--- src/rtl/fibo_seq.sv ---
`default_nettype none
// ============================================================================
//  Module      : fibo_seq
//  Description : Iterative Fibonacci / Lucas sequence engine (Moore FSMD)
//                with a start/ready/done_tick handshake, overflow detection
//                with early termination, and abort.
//  Revision    : 1.0 - initial release
// ----------------------------------------------------------------------------
//  Parameters
//    IW        width of index input i (indices 0 .. 2**IW-1)
//    FW        width of result f and of the internal term registers
//  Ports
//    clk       system clock, rising-edge active
//    rst       synchronous active-low reset (0 = reset)
//    start     start request, sampled only while idle
//    abort     cancel the running computation, honoured only while computing
//    mode      0 = Fibonacci (seeds 0,1), 1 = Lucas (seeds 2,1); latched at start
//    i         sequence index; latched at start
//    ready     high while idle
//    done_tick one-cycle pulse when a result is complete
//    ovf       sticky overflow flag of the last computation
//    f         result / current term, taken straight from the t1 register
// ============================================================================
module fibo_seq #(
    parameter int IW = 5,
    parameter int FW = 20
) (
    input  logic          clk,
    input  logic          rst,
    input  logic          start,
    input  logic          abort,
    input  logic          mode,
    input  logic [IW-1:0] i,
    output logic          ready,
    output logic          done_tick,
    output logic          ovf,
    output logic [FW-1:0] f
);

    typedef enum logic [1:0] {
        IDLE = 2'd0,
        OP   = 2'd1,
        DONE = 2'd2
    } state_t;

    localparam logic [FW-1:0] c_seed_lucas = FW'(2);
    localparam logic [FW-1:0] c_one        = FW'(1);
    localparam logic [FW-1:0] c_saturate   = '1;

    state_t        r_state, w_state_next;
    logic [FW-1:0] r_t0, w_t0_next;
    logic [FW-1:0] r_t1, w_t1_next;
    logic [IW-1:0] r_n,  w_n_next;
    logic          r_ovf, w_ovf_next;
    logic [FW:0]   w_sum;

    // One extra bit so the carry out of the term width is visible.
    assign w_sum = {1'b0, r_t0} + {1'b0, r_t1};

    always_ff @(posedge clk) begin
        if (!rst) begin
            r_state <= IDLE;
            r_t0    <= '0;
            r_t1    <= '0;
            r_n     <= '0;
            r_ovf   <= 1'b0;
        end else begin
            r_state <= w_state_next;
            r_t0    <= w_t0_next;
            r_t1    <= w_t1_next;
            r_n     <= w_n_next;
            r_ovf   <= w_ovf_next;
        end
    end

    always_comb begin
        w_state_next = r_state;
        w_t0_next    = r_t0;
        w_t1_next    = r_t1;
        w_n_next     = r_n;
        w_ovf_next   = r_ovf;
        ready        = 1'b0;
        done_tick    = 1'b0;

        case (r_state)
            IDLE: begin
                ready = 1'b1;
                if (start) begin
                    w_t0_next    = mode ? c_seed_lucas : '0;
                    w_t1_next    = c_one;
                    w_n_next     = i;
                    w_ovf_next   = 1'b0;
                    w_state_next = OP;
                end
            end
            OP: begin
                if (abort) begin
                    w_state_next = IDLE;
                end else if (r_n == '0) begin
                    // Index 0 asks for the first seed, which lives in t0.
                    w_t1_next    = r_t0;
                    w_state_next = DONE;
                end else if (r_n == IW'(1)) begin
                    w_state_next = DONE;
                end else if (w_sum[FW]) begin
                    // Later terms can only be larger, so stop at the first carry.
                    w_t1_next    = c_saturate;
                    w_ovf_next   = 1'b1;
                    w_state_next = DONE;
                end else begin
                    w_t1_next = w_sum[FW-1:0];
                    w_t0_next = r_t1;
                    w_n_next  = r_n - 1'b1;
                end
            end
            DONE: begin
                done_tick    = 1'b1;
                w_state_next = IDLE;
            end
            default: begin
                w_state_next = IDLE;
            end
        endcase
    end

    assign f   = r_t1;
    assign ovf = r_ovf;

endmodule
`default_nettype wire

--- config.mk ---
export PLATFORM = sky130hd
export DESIGN_NAME = fibo_seq
export DESIGN_NICKNAME = d
export VERILOG_FILES = /design/src/rtl/fibo_seq.sv
export SDC_FILE = /design/constraint.sdc
export NUM_CORES = 1
export LEC_CHECK = 0
export BUFFER_PORTS_ARGS = -buffer_cell sky130_fd_sc_hd__buf_4
export CORE_ASPECT_RATIO = 0.6
export CORE_MARGIN = 4
export CORE_UTILIZATION = 28
export CTS_BUF_LIST = sky130_fd_sc_hd__clkbuf_8 sky130_fd_sc_hd__clkbuf_16
export DETAILED_ROUTE_END_ITERATION = 10
export GPL_TIMING_DRIVEN = 0
export PLACE_DENSITY = 0.5
export SYNTH_ARGS = -nofsm -noshare
export SYNTH_HDL_FRONTEND = slang
export SYNTH_SLANG_ARGS = --single-unit
--- constraint.sdc ---
create_clock -name clk -period 6.5 [get_ports clk]
set_input_delay 0.65 -clock clk [delete_from_list [all_inputs] [get_ports clk]]
set_output_delay 0.65 -clock clk [all_outputs]
set_load 0.01 [all_outputs]
## Word level (Yosys, flattened, before mapping)

Cells that the tools add are included.

| operators by class | value |
|---|---|
| div/mod/pow operators | 0 |
| multiply operators | 0 |
| multiplexer cells | 33 |
| add/subtract/negate cells | 2 |
| shift operators | 0 |
| equal/unequal tests | 11 |
| magnitude comparators | 0 |
| reduce and logical (&&, ||, !) cells | 7 |
| bitwise operators | 0 |

Operator list:

| operator | count |
|---|---|
| $mux 20 | 10 |
| $pmux 20 s2 | 2 |
| $mux 5 | 5 |
| $add 20x20->21 | 1 |
| $mux 2 | 6 |
| $ne 2x2->1 const B | 6 |
| $reduce_and 6->1 | 2 |
| $pmux 5 s2 | 1 |
| $mux 1 | 7 |
| $eq 5x1->1 const B | 1 |
| $logic_not 5->1 | 1 |
| $ne 5x5->1 const B | 1 |
| $sub 5x1->5 const B | 1 |
| $pmux 2 s2 | 1 |
| $reduce_and 4->1 | 1 |
| $ne 3x3->1 const B | 1 |
| $eq 2x1->1 const B | 1 |
| $eq 2x2->1 const B | 1 |
| $logic_not 2->1 | 1 |
| $pmux 1 s2 | 1 |
| $reduce_and 2->1 | 1 |
| $reduce_bool 2->1 | 1 |

| storage, ports and cells | value |
|---|---|
| register bits after elaboration | 48 |
| input bits | 10 |
| latch bits | 0 |
| bits in writable memories | 0 |
| memories kept | 0 |
| output and inout port bits | 23 |
| logic and storage cells | 58 |
| ROM bits | 0 |

## Longest topological paths before layout

Gate-level depths: netlist of the first run.

| depth | value |
|---|---|
| word-level depth | 6 |
| depth in mapped cells | 10 |
| depth with buffers taken out | 9 |

## Worst setup path after synthesis of the first run

No wires, ideal clock.

| timing | value |
|---|---|
| path type | register to register |
| start point | register r_t1[0], in the netlist f[0] |
| end point | register r_t1[19], in the netlist f[19] |
| data required time | 6373 ps |
| buffers on the path | 0 |
| stages on the path, launching flop included | 10 |
| setup time | 127 ps |
| data arrival time | 2407 ps |
| period minus slack after synthesis | 2534 ps |
| setup slack | 3966 ps |
| path through | dfxtp_1 -> ha_1 -> fa_1 -> a211oi_1 -> o21a_1 -> a21o_1 -> a21oi_2 -> a21boi_1 -> o21ai_0 -> or3_1 |

| on the way | value |
|---|---|
| word-level cells in the longest chain between the ends | 6 |

Ends and longest elaborated chain:

| item | line | RTL |
|---|---|---|
| start, declared | 52 | `logic [FW-1:0] r_t1, w_t1_next;` |
| start signal, assigned | 70 | `r_t1 <= w_t1_next;` |
| $add 20x20->21 | 58 | `assign w_sum = {1'b0, r_t0} + {1'b0, r_t1};` |
| $mux 20 | 105 | `end else if (w_sum[FW]) begin` |
| $mux 20 | 103 | `end else if (r_n == IW'(1)) begin` |
| $mux 20 | 99 | `end else if (r_n == '0) begin` |
| $mux 20 | 97 | `if (abort) begin` |
| $pmux 20 s2 | 85 | `case (r_state)` |

Every way passes these cells. The select of a mux whose other input is x is not followed.
A chain may end at the register's enable or synchronous reset.

## Worst setup path after layout of the first run

Ends and elaborated chain as after synthesis.

==> impl_metrics.prom, run 1 <==
# TYPE chip_impl_metric gauge
chip_impl_metric{name="slowest_delay",unit="ns"} 0.60
chip_impl_metric{name="die-area",unit="um2"} 13100
chip_impl_metric{name="dr_total_vias",unit=""} 3194
chip_impl_metric{name="met3_usage",unit=""} 0.0306
chip_impl_metric{name="critPathRequiredTime",unit="ns"} 6.67
chip_impl_metric{name="cap_violations",unit=""} 0
chip_impl_metric{name="io_pins",unit=""} 33
chip_impl_metric{name="clock_skew",unit="ns"} 0.00680
chip_impl_metric{name="core-area",unit="um2"} 10800
chip_impl_info{name="root_buffer",value="sky130_fd_sc_hd__clkbuf_16"} 1
chip_impl_metric{name="area_growth",unit="%"} 17.7
chip_impl_metric{name="final.setup.worst_slack",unit="ns"} 3.24
chip_impl_metric{name="drv_slew",unit=""} 0
chip_impl_info{name="layout_commonest_cell",value="sky130_fd_sc_hd__nand2_1"} 1
chip_impl_metric{name="power_frac_comb",unit=""} 0.195
chip_impl_metric{name="gp_routability_congestion",unit=""} 0.866
chip_impl_metric{name="p_total",unit="mW"} 0.722
chip_impl_metric{name="drt-initial-drc-count",unit=""} 267
chip_impl_metric{name="global_route.usage.met2",unit=""} 0.213
chip_impl_info{name="start_kind",value="flop"} 1
chip_impl_info{name="hold_path.class",value="reg2reg"} 1
chip_impl_metric{name="drt-vias-per-instance",unit=""} 5.49
chip_impl_info{name="final_cell_mix",value="sky130_fd_sc_hd__nand2_1, sky130_fd_sc_hd__a21oi_1, sky130_fd_sc_hd__dfxtp_1"} 1
chip_impl_metric{name="period_minus_slack",unit="ns"} 3.26
chip_impl_metric{name="fillcell_total",unit=""} 1153
chip_impl_metric{name="power.switching",unit="mW"} 0.224
chip_impl_metric{name="detailedPlacementHpwl",unit="um"} 7800
chip_impl_metric{name="firstDrtPassIters",unit=""} 5
chip_impl_info{name="cp_slowest_cell",value="sky130_fd_sc_hd__a21boi_1"} 1
chip_impl_metric{name="grt_pass1_vias",unit=""} 2977
chip_impl_info{name="synth_ff_type",value="sky130_fd_sc_hd__dfxtp_1"} 1
chip_impl_info{name="end_kind",value="flop"} 1
chip_impl_metric{name="gr-total-overflow",unit=""} 0
chip_impl_metric{name="clkSinkCount",unit=""} 48
chip_impl_metric{name="power_density",unit="nW/um2"} 194
chip_impl_info{name="critPathCapture",value="f[19]"} 1
chip_impl_info{name="rsz0062_at_grt",value="false"} 1
chip_impl_metric{name="cellLeakagePower",unit="nW"} 1.53
chip_impl_metric{name="whs",unit="ns"} 0.481
chip_impl_metric{name="final_net_count",unit=""} 475
chip_impl_info{name="rr_endpoint",value="f[19]"} 1
chip_impl_metric{name="p_seq_frac",unit=""} 0.436
chip_impl_metric{name="cts_buffers",unit=""} 5
chip_impl_metric{name="clock_power_share",unit=""} 0.369
chip_impl_metric{name="timing.setup.tns",unit="ns"} 0
chip_impl_metric{name="postCtsResizedCells",unit=""} 0
chip_impl_metric{name="intPower",unit="mW"} 0.498
chip_impl_metric{name="grt_usage",unit=""} 0.156
chip_impl_info{name="cp_cell_sequence",value="ha_1 -> fa_1 -> a211oi_1 -> o21a_1 -> a21o_1 -> a21oi_2 -> a21boi_1 -> o21ai_0 -> or3_1"} 1
chip_impl_metric{name="grt_first_pass_wirelength",unit="um"} 16600
chip_impl_metric{name="post_cts.repair.setup_buffers",unit=""} 0
chip_impl_metric{name="die_y",unit="um"} 90.3
chip_impl_info{name="run_status",value="finished clean"} 1
chip_impl_metric{name="route.detailed.wl_per_inst",unit="um"} 18.0
chip_impl_metric{name="width_of_the_die",unit="um"} 145
chip_impl_metric{name="floorplan.initialDensity",unit=""} 0.293
chip_impl_metric{name="cts.htree.levels",unit=""} 2
chip_impl_info{name="timing.critical_path.max_delay_family",value="compound AO/OA/AOI/OAI gates"} 1
chip_impl_metric{name="async_reset_ff_frac",unit=""} 0
chip_impl_metric{name="drcViolationCount",unit=""} 0
chip_impl_metric{name="mean_post_synth_cell_area",unit="um2"} 7.85
chip_impl_metric{name="globalRouteMet1Util",unit=""} 0.251
chip_impl_metric{name="placement.setup.worst_slack",unit="ns"} 3.36
chip_impl_metric{name="edff_count_synth",unit=""} 0
chip_impl_metric{name="synthesis.nets",unit=""} 436
chip_impl_info{name="worst_setup_path_startpoint",value="f[0]"} 1
chip_impl_metric{name="arrival",unit="ns"} 3.43
chip_impl_metric{name="path_depth",unit=""} 9
chip_impl_metric{name="num_rows",unit=""} 29
chip_impl_metric{name="worst_skew_pair.late_latency",unit="ns"} 0.30
chip_impl_metric{name="grt_max_degree",unit=""} 14
chip_impl_metric{name="minimum_setup_slack_among_reg_to_reg_paths",unit="ns"} 3.24
chip_impl_info{name="worstReg2RegStart",value="f[0]"} 1
chip_impl_metric{name="switching_share",unit=""} 0.310
chip_impl_metric{name="synth.cell_area",unit="um2"} 3160
chip_impl_metric{name="postCtsHoldBufs",unit=""} 0
chip_impl_metric{name="antenna_found_initial",unit=""} 0
chip_impl_metric{name="fmaxAchievable",unit="GHz"} 0.307
chip_impl_metric{name="synth-warning-count",unit=""} 0
chip_impl_metric{name="max_slew.worst_pin.slew",unit="ns"} 0.733
chip_impl_metric{name="route.antenna.remaining_nets",unit=""} 0
chip_impl_metric{name="synth_seq_area_share",unit=""} 0.304
chip_impl_metric{name="placement.io_buffers",unit=""} 32
chip_impl_metric{name="synthesis.instances",unit=""} 403
chip_impl_metric{name="crit_buf_inv",unit=""} 0
chip_impl_info{name="cts_tree",value="done"} 1
chip_impl_info{name="worst-setup-path-type",value="reg2reg"} 1
chip_impl_metric{name="synth_cell_type_count",unit=""} 61
chip_impl_metric{name="report.final.setup_viol",unit=""} 0
chip_impl_metric{name="cp_max_fo",unit=""} 8
chip_impl_metric{name="clkTransAtPathRegs",unit="ns"} 0.07
chip_impl_info{name="grt_busiest_layer",value="met1"} 1
chip_impl_metric{name="cts-root-to-sink-buffers",unit=""} 2
chip_impl_metric{name="synth_seq_cells",unit=""} 48
chip_impl_metric{name="period_share",unit=""} 0.501
chip_impl_metric{name="overall_routed_net_length",unit="um"} 10500
chip_impl_metric{name="report.final.hold_viol_count",unit=""} 0
chip_impl_metric{name="diodes",unit=""} 0
chip_impl_metric{name="rr_worst_depth",unit=""} 9
chip_impl_metric{name="relSlewSlack",unit=""} 0.510
chip_impl_metric{name="drive_above_1_share",unit=""} 0.131
chip_impl_metric{name="maximum_resistive_drop_on_vdd",unit="mV"} 0.0986
logic make-up after synthesis:
| family | Yosys count | synth area share |
|---|---|---|
| compound gates | 142 | 0.307 |
| simple gates | 154 | 0.230 |
| buf+inv | 25 | 0.0352 |
| xor+xnor | 10 | 0.0277 |
| mux | 1 | 0.00316 |
| flops | 48 | 0.304 |
| fa+ha+maj | 23 | 0.0933 |
area by class of cell:
| class | count | area, um2 | share of cell area |
|---|---|---|---|
| plain buffers | 18 | 85.1 | 0.0228 |
| clock buffers | 6 | 139 | 0.0373 |
| clock inverters | 2 | 7.51 | 0.00202 |
| inverters | 7 | 26.3 | 0.00705 |
| multi-input cells | 330 | 2090 | 0.562 |
| flip-flops and latches | 48 | 961 | 0.258 |
| well taps | 139 | 174 | 0.0467 |
| repair buffers | 32 | 240 | 0.0645 |
flip-flops by register name (all words and copies together), names as in the netlist:
signal and cells:
r_n 5, f 20, r_state 2, ovf 1
r_t0 20
per-stage QoR:
stage	instance area, um2	instances	utilization
2_1_floorplan	3160	403	-
3_5_place_dp	3580	574	0.331
5_1_grt	3720	582	0.344
4_1_cts	3720	582	0.344
3_3_place_gp	3580	574	0.331
6_report	3720	582	0.344
worst register-to-register path, stage by stage, from the launching register on:
cell                       delay [ns]
sky130_fd_sc_hd__dfxtp_1         0.35
sky130_fd_sc_hd__ha_1            0.26
sky130_fd_sc_hd__fa_1            0.46
sky130_fd_sc_hd__a211oi_1        0.30
sky130_fd_sc_hd__o21a_1          0.25
sky130_fd_sc_hd__a21o_1          0.20
sky130_fd_sc_hd__a21oi_2         0.17
sky130_fd_sc_hd__a21boi_1        0.60
sky130_fd_sc_hd__o21ai_0         0.19
sky130_fd_sc_hd__or3_1           0.36
Yosys cell counts (3+ instances only):
cell / count / area (um2)
sky130_fd_sc_hd__a211oi_1: 6 / 45.0
sky130_fd_sc_hd__a21o_1: 9 / 67.6
sky130_fd_sc_hd__a21oi_1: 50 / 250
sky130_fd_sc_hd__and3_1: 3 / 18.8
sky130_fd_sc_hd__buf_2: 5 / 25.0
sky130_fd_sc_hd__clkbuf_1: 11 / 41.3
sky130_fd_sc_hd__dfxtp_1: 48 / 961
sky130_fd_sc_hd__ha_1: 22 / 275
sky130_fd_sc_hd__inv_1: 7 / 26.3
sky130_fd_sc_hd__nand2_1: 67 / 251
sky130_fd_sc_hd__nand2b_1: 4 / 25.0
sky130_fd_sc_hd__nand3_1: 29 / 145
sky130_fd_sc_hd__nor2_1: 24 / 90.1
sky130_fd_sc_hd__nor2b_1: 3 / 18.8
sky130_fd_sc_hd__nor3_1: 8 / 40.0
sky130_fd_sc_hd__o211ai_1: 3 / 22.5
sky130_fd_sc_hd__o21a_1: 10 / 75.1
sky130_fd_sc_hd__o21ai_0: 20 / 100
sky130_fd_sc_hd__o221ai_1: 9 / 78.8
sky130_fd_sc_hd__or3_1: 5 / 31.3
sky130_fd_sc_hd__xnor2_1: 5 / 43.8
sky130_fd_sc_hd__xor2_1: 5 / 43.8
routing by layer:
metal	wire, um	vias to the layer above	part of all wire
met5	0	-	0
met4	64	0	0.0061
met3	503	8	0.048
met2	3920	78	0.37
met1	5970	1536	0.57
li1	-	1572	-
power by group through the flow:
| stage | registers, mW | clock network [mW] | logic, mW |
|---|---|---|---|
| after global routing | 0.316 | 0.285 | 0.152 |
| after global placement | 0.321 | 0 | 0.138 |
| after CTS | 0.314 | 0.276 | 0.140 |
| after detailed placement | 0.321 | 0 | 0.139 |
| final | 0.315 | 0.267 | 0.141 |
| after floorplan | 0.320 | 0 | 0.0829 |
worst min path at each step:
stage	cells after the start	slack (ns)	end	start
3_5_place_dp	2	0.47	f[4]	f[4]
5_1_grt	2	0.50	f[4]	f[4]
4_1_cts	2	0.48	f[4]	f[4]
3_3_place_gp	2	0.46	r_n[1]	r_n[1]
2_1_floorplan	2	0.44	r_n[1]	r_n[1]
6_report	2	0.48	f[12]	f[12]
Power figures use the tool's default switching activity.
==> run 2: changes to the inputs <==
--- a/config.mk
+++ b/config.mk
@@ -12,7 +12,7 @@
 export CTS_BUF_LIST = sky130_fd_sc_hd__clkbuf_8 sky130_fd_sc_hd__clkbuf_16
 export DETAILED_ROUTE_END_ITERATION = 10
 export GPL_TIMING_DRIVEN = 0
-export PLACE_DENSITY = 0.5
+export PLACE_DENSITY = 0.51
 export SYNTH_ARGS = -nofsm -noshare
 export SYNTH_HDL_FRONTEND = slang
 export SYNTH_SLANG_ARGS = --single-unit
==> constraint.sdc (replaced) <==
create_clock -name clk -period 2.7 [get_ports clk]
set_input_delay 0.27 -clock clk [delete_from_list [all_inputs] [get_ports clk]]
set_output_delay 0.27 -clock clk [all_outputs]
set_load 0.01 [all_outputs]
==> run 2 against run 1 <==
Compared with the run above: combinational power grew to 2.6 times the previous value; via count is 0.66% higher; core utilization is 2.3 points higher; hold slack worse by 0.22 ns; global-route usage is 0.13 points higher; critical endpoint unchanged; largest cell class unchanged.
==> impl_metrics.prom, run 2 (synthesized netlist as in run 1, its figures left out) <==
# TYPE chip_impl_metric gauge
chip_impl_metric{name="cp_max_fo",unit=""} 5
chip_impl_metric{name="overall_routed_net_length",unit="um"} 10400
chip_impl_info{name="worst-setup-path-type",value="reg2reg"} 1
chip_impl_info{name="cp_cell_sequence",value="ha_1 -> a211oi_2 -> o21a_1 -> nor3_4 -> o41ai_4 -> or3_4 -> and4b_1 -> or3_1"} 1
chip_impl_metric{name="placement.io_buffers",unit=""} 32
chip_impl_metric{name="period_minus_slack",unit="ns"} 2.58
chip_impl_metric{name="drt-initial-drc-count",unit=""} 303
chip_impl_metric{name="drt-vias-per-instance",unit=""} 5.47
chip_impl_info{name="root_buffer",value="sky130_fd_sc_hd__clkbuf_16"} 1
chip_impl_metric{name="cap_violations",unit=""} 0
chip_impl_info{name="end_kind",value="flop"} 1
chip_impl_metric{name="maximum_resistive_drop_on_vdd",unit="mV"} 0.236
chip_impl_metric{name="grt_first_pass_wirelength",unit="um"} 16700
chip_impl_metric{name="intPower",unit="mW"} 1.49
chip_impl_metric{name="report.final.hold_viol_count",unit=""} 0
chip_impl_metric{name="p_seq_frac",unit=""} 0.371
chip_impl_metric{name="area_growth",unit="%"} 25.6
chip_impl_metric{name="core-area",unit="um2"} 10800
chip_impl_metric{name="power_frac_comb",unit=""} 0.181
chip_impl_metric{name="io_pins",unit=""} 33
chip_impl_metric{name="route.antenna.remaining_nets",unit=""} 0
chip_impl_metric{name="relSlewSlack",unit=""} 0.477
chip_impl_metric{name="width_of_the_die",unit="um"} 145
chip_impl_metric{name="die_y",unit="um"} 90.3
chip_impl_metric{name="cts-root-to-sink-buffers",unit=""} 2
chip_impl_metric{name="clkTransAtPathRegs",unit="ns"} 0.07
chip_impl_metric{name="grt_max_degree",unit=""} 16
chip_impl_metric{name="cts.htree.levels",unit=""} 2
chip_impl_metric{name="diodes",unit=""} 0
chip_impl_metric{name="detailedPlacementHpwl",unit="um"} 7700
chip_impl_metric{name="drive_above_1_share",unit=""} 0.180
chip_impl_info{name="layout_commonest_cell",value="sky130_fd_sc_hd__nand2_1"} 1
chip_impl_metric{name="arrival",unit="ns"} 2.76
chip_impl_metric{name="power_density",unit="nW/um2"} 513
chip_impl_metric{name="num_rows",unit=""} 29
chip_impl_metric{name="worst_skew_pair.late_latency",unit="ns"} 0.29
chip_impl_metric{name="clock_skew",unit="ns"} 0.00601
chip_impl_metric{name="cellLeakagePower",unit="nW"} 1.61
chip_impl_metric{name="power.switching",unit="mW"} 0.555
chip_impl_metric{name="drv_slew",unit=""} 0
chip_impl_metric{name="report.final.setup_viol",unit=""} 0
chip_impl_metric{name="grt_pass1_vias",unit=""} 3050
chip_impl_info{name="cp_slowest_cell",value="sky130_fd_sc_hd__or3_4"} 1
chip_impl_info{name="start_kind",value="flop"} 1
chip_impl_metric{name="ff_latch_area",unit="um2"} 963
chip_impl_metric{name="clkSinkCount",unit=""} 48
chip_impl_metric{name="floorplan.initialDensity",unit=""} 0.293
chip_impl_info{name="run_status",value="finished clean"} 1
chip_impl_metric{name="die-area",unit="um2"} 13100
chip_impl_metric{name="fmaxAchievable",unit="GHz"} 0.388
chip_impl_metric{name="multiInputGateArea",unit="um2"} 2200
chip_impl_metric{name="gp_routability_congestion",unit=""} 0.855
chip_impl_metric{name="clock_power_share",unit=""} 0.447
chip_impl_metric{name="final_net_count",unit=""} 481
chip_impl_metric{name="fillcell_total",unit=""} 1134
chip_impl_metric{name="critPathRequiredTime",unit="ns"} 2.88
chip_impl_metric{name="gr-total-overflow",unit=""} 0
chip_impl_metric{name="route.detailed.wl_per_inst",unit="um"} 17.6
chip_impl_metric{name="slowest_delay",unit="ns"} 0.41
chip_impl_info{name="final_cell_mix",value="sky130_fd_sc_hd__nand2_1, sky130_fd_sc_hd__a21oi_1, sky130_fd_sc_hd__dfxtp_1"} 1
chip_impl_info{name="hold_path.class",value="in2reg"} 1
chip_impl_info{name="rsz0062_at_grt",value="false"} 1
chip_impl_metric{name="postCtsHoldBufs",unit=""} 0
chip_impl_metric{name="dr_total_vias",unit=""} 3215
chip_impl_metric{name="drcViolationCount",unit=""} 0
chip_impl_metric{name="grt_usage",unit=""} 0.157
chip_impl_metric{name="period_share",unit=""} 0.956
chip_impl_metric{name="cts_buffers",unit=""} 5
chip_impl_metric{name="antenna_found_initial",unit=""} 0
chip_impl_metric{name="final_util",unit=""} 0.368
chip_impl_metric{name="firstDrtPassIters",unit=""} 6
chip_impl_metric{name="whs",unit="ns"} 0.264
chip_impl_info{name="cts_tree",value="done"} 1
chip_impl_metric{name="switching_share",unit=""} 0.272
chip_impl_metric{name="max_slew.worst_pin.slew",unit="ns"} 0.782
## run 2: cell count changes in the layout (fill, tap and decap cells not counted), moves of 3 or more
| cell | change |
|---|---|
| sky130_fd_sc_hd__buf_2 | -3 |
| sky130_fd_sc_hd__a21oi_1 | -3 |
| sky130_fd_sc_hd__buf_4 | +6 |
| sky130_fd_sc_hd__buf_6 | +3 |
| sky130_fd_sc_hd__bufinv_16 | +3 |
## run 2: power groups by stage
stage          Clock (mW)  Combinational, mW  Sequential, mW
3_5_place_dp            0              0.333           0.773
4_1_cts             0.936              0.350           0.757
3_3_place_gp            0              0.330           0.772
6_report            0.912              0.370           0.757
5_1_grt             0.962              0.401           0.761
2_1_floorplan           0              0.200           0.771
## run 2: layer usage
metal / up-vias / wire (um) / GRT usage
met5: - / 0 / 0
met2: 92 / 4000 / 0.219
met3: 3 / 660 / 0.0361
met1: 1532 / 5670 / 0.250
li1: 1588 / - / -
met4: 0 / 14 / 0.0142
## run 2: final cells by class
class / instances / share of cell area
multi-input cells: 330 / 0.552
flip-flops and latches: 48 / 0.242
repair buffers: 39 / 0.0737
well taps: 139 / 0.0438
clock buffers: 5 / 0.0315
plain buffers: 17 / 0.0271
clock inverters: 3 / 0.0227
inverters: 7 / 0.00661
## run 2: timing repair
action,4_1_cts,5_1_grt
setup endpoints to repair,43,35
pin swaps,5,6
gates resized for setup,9,23
setup buffers,3,4
cloned,0,0
## run 2: metrics by stage
step	cell area, um2	TNS [ns]	std cells	power, mW	setup WS (ns)
finish	3980	0	588	2.04	0.120
global route	3980	0	588	2.12	0.00978
CTS	3860	0	585	2.04	0.00998
detailed placement	3580	-4.90	574	1.11	-0.470
global placement	3580	-2.82	574	1.10	-0.383
floorplan	3160	0	403	0.970	0.166
## run 2: worst paths after layout
| path | from | end | slack (ns) | cells past startpoint |
|---|---|---|---|---|
| max | f[1] | f[19] | 0.12 | 8 |
| min | rst | r_n[2] | 0.26 | 2 |
| max reg2reg | f[1] | f[19] | 0.12 | 8 |
| min reg2reg | f[13] | f[13] | 0.48 | 2 |
## run 2: critical path: cells and delay by family (launching register included)
family | cells | cell delay (ns)
simple gates | 4 | 1.27
compound gates | 3 | 0.48
flops | 1 | 0.37
fa+ha+maj | 1 | 0.34
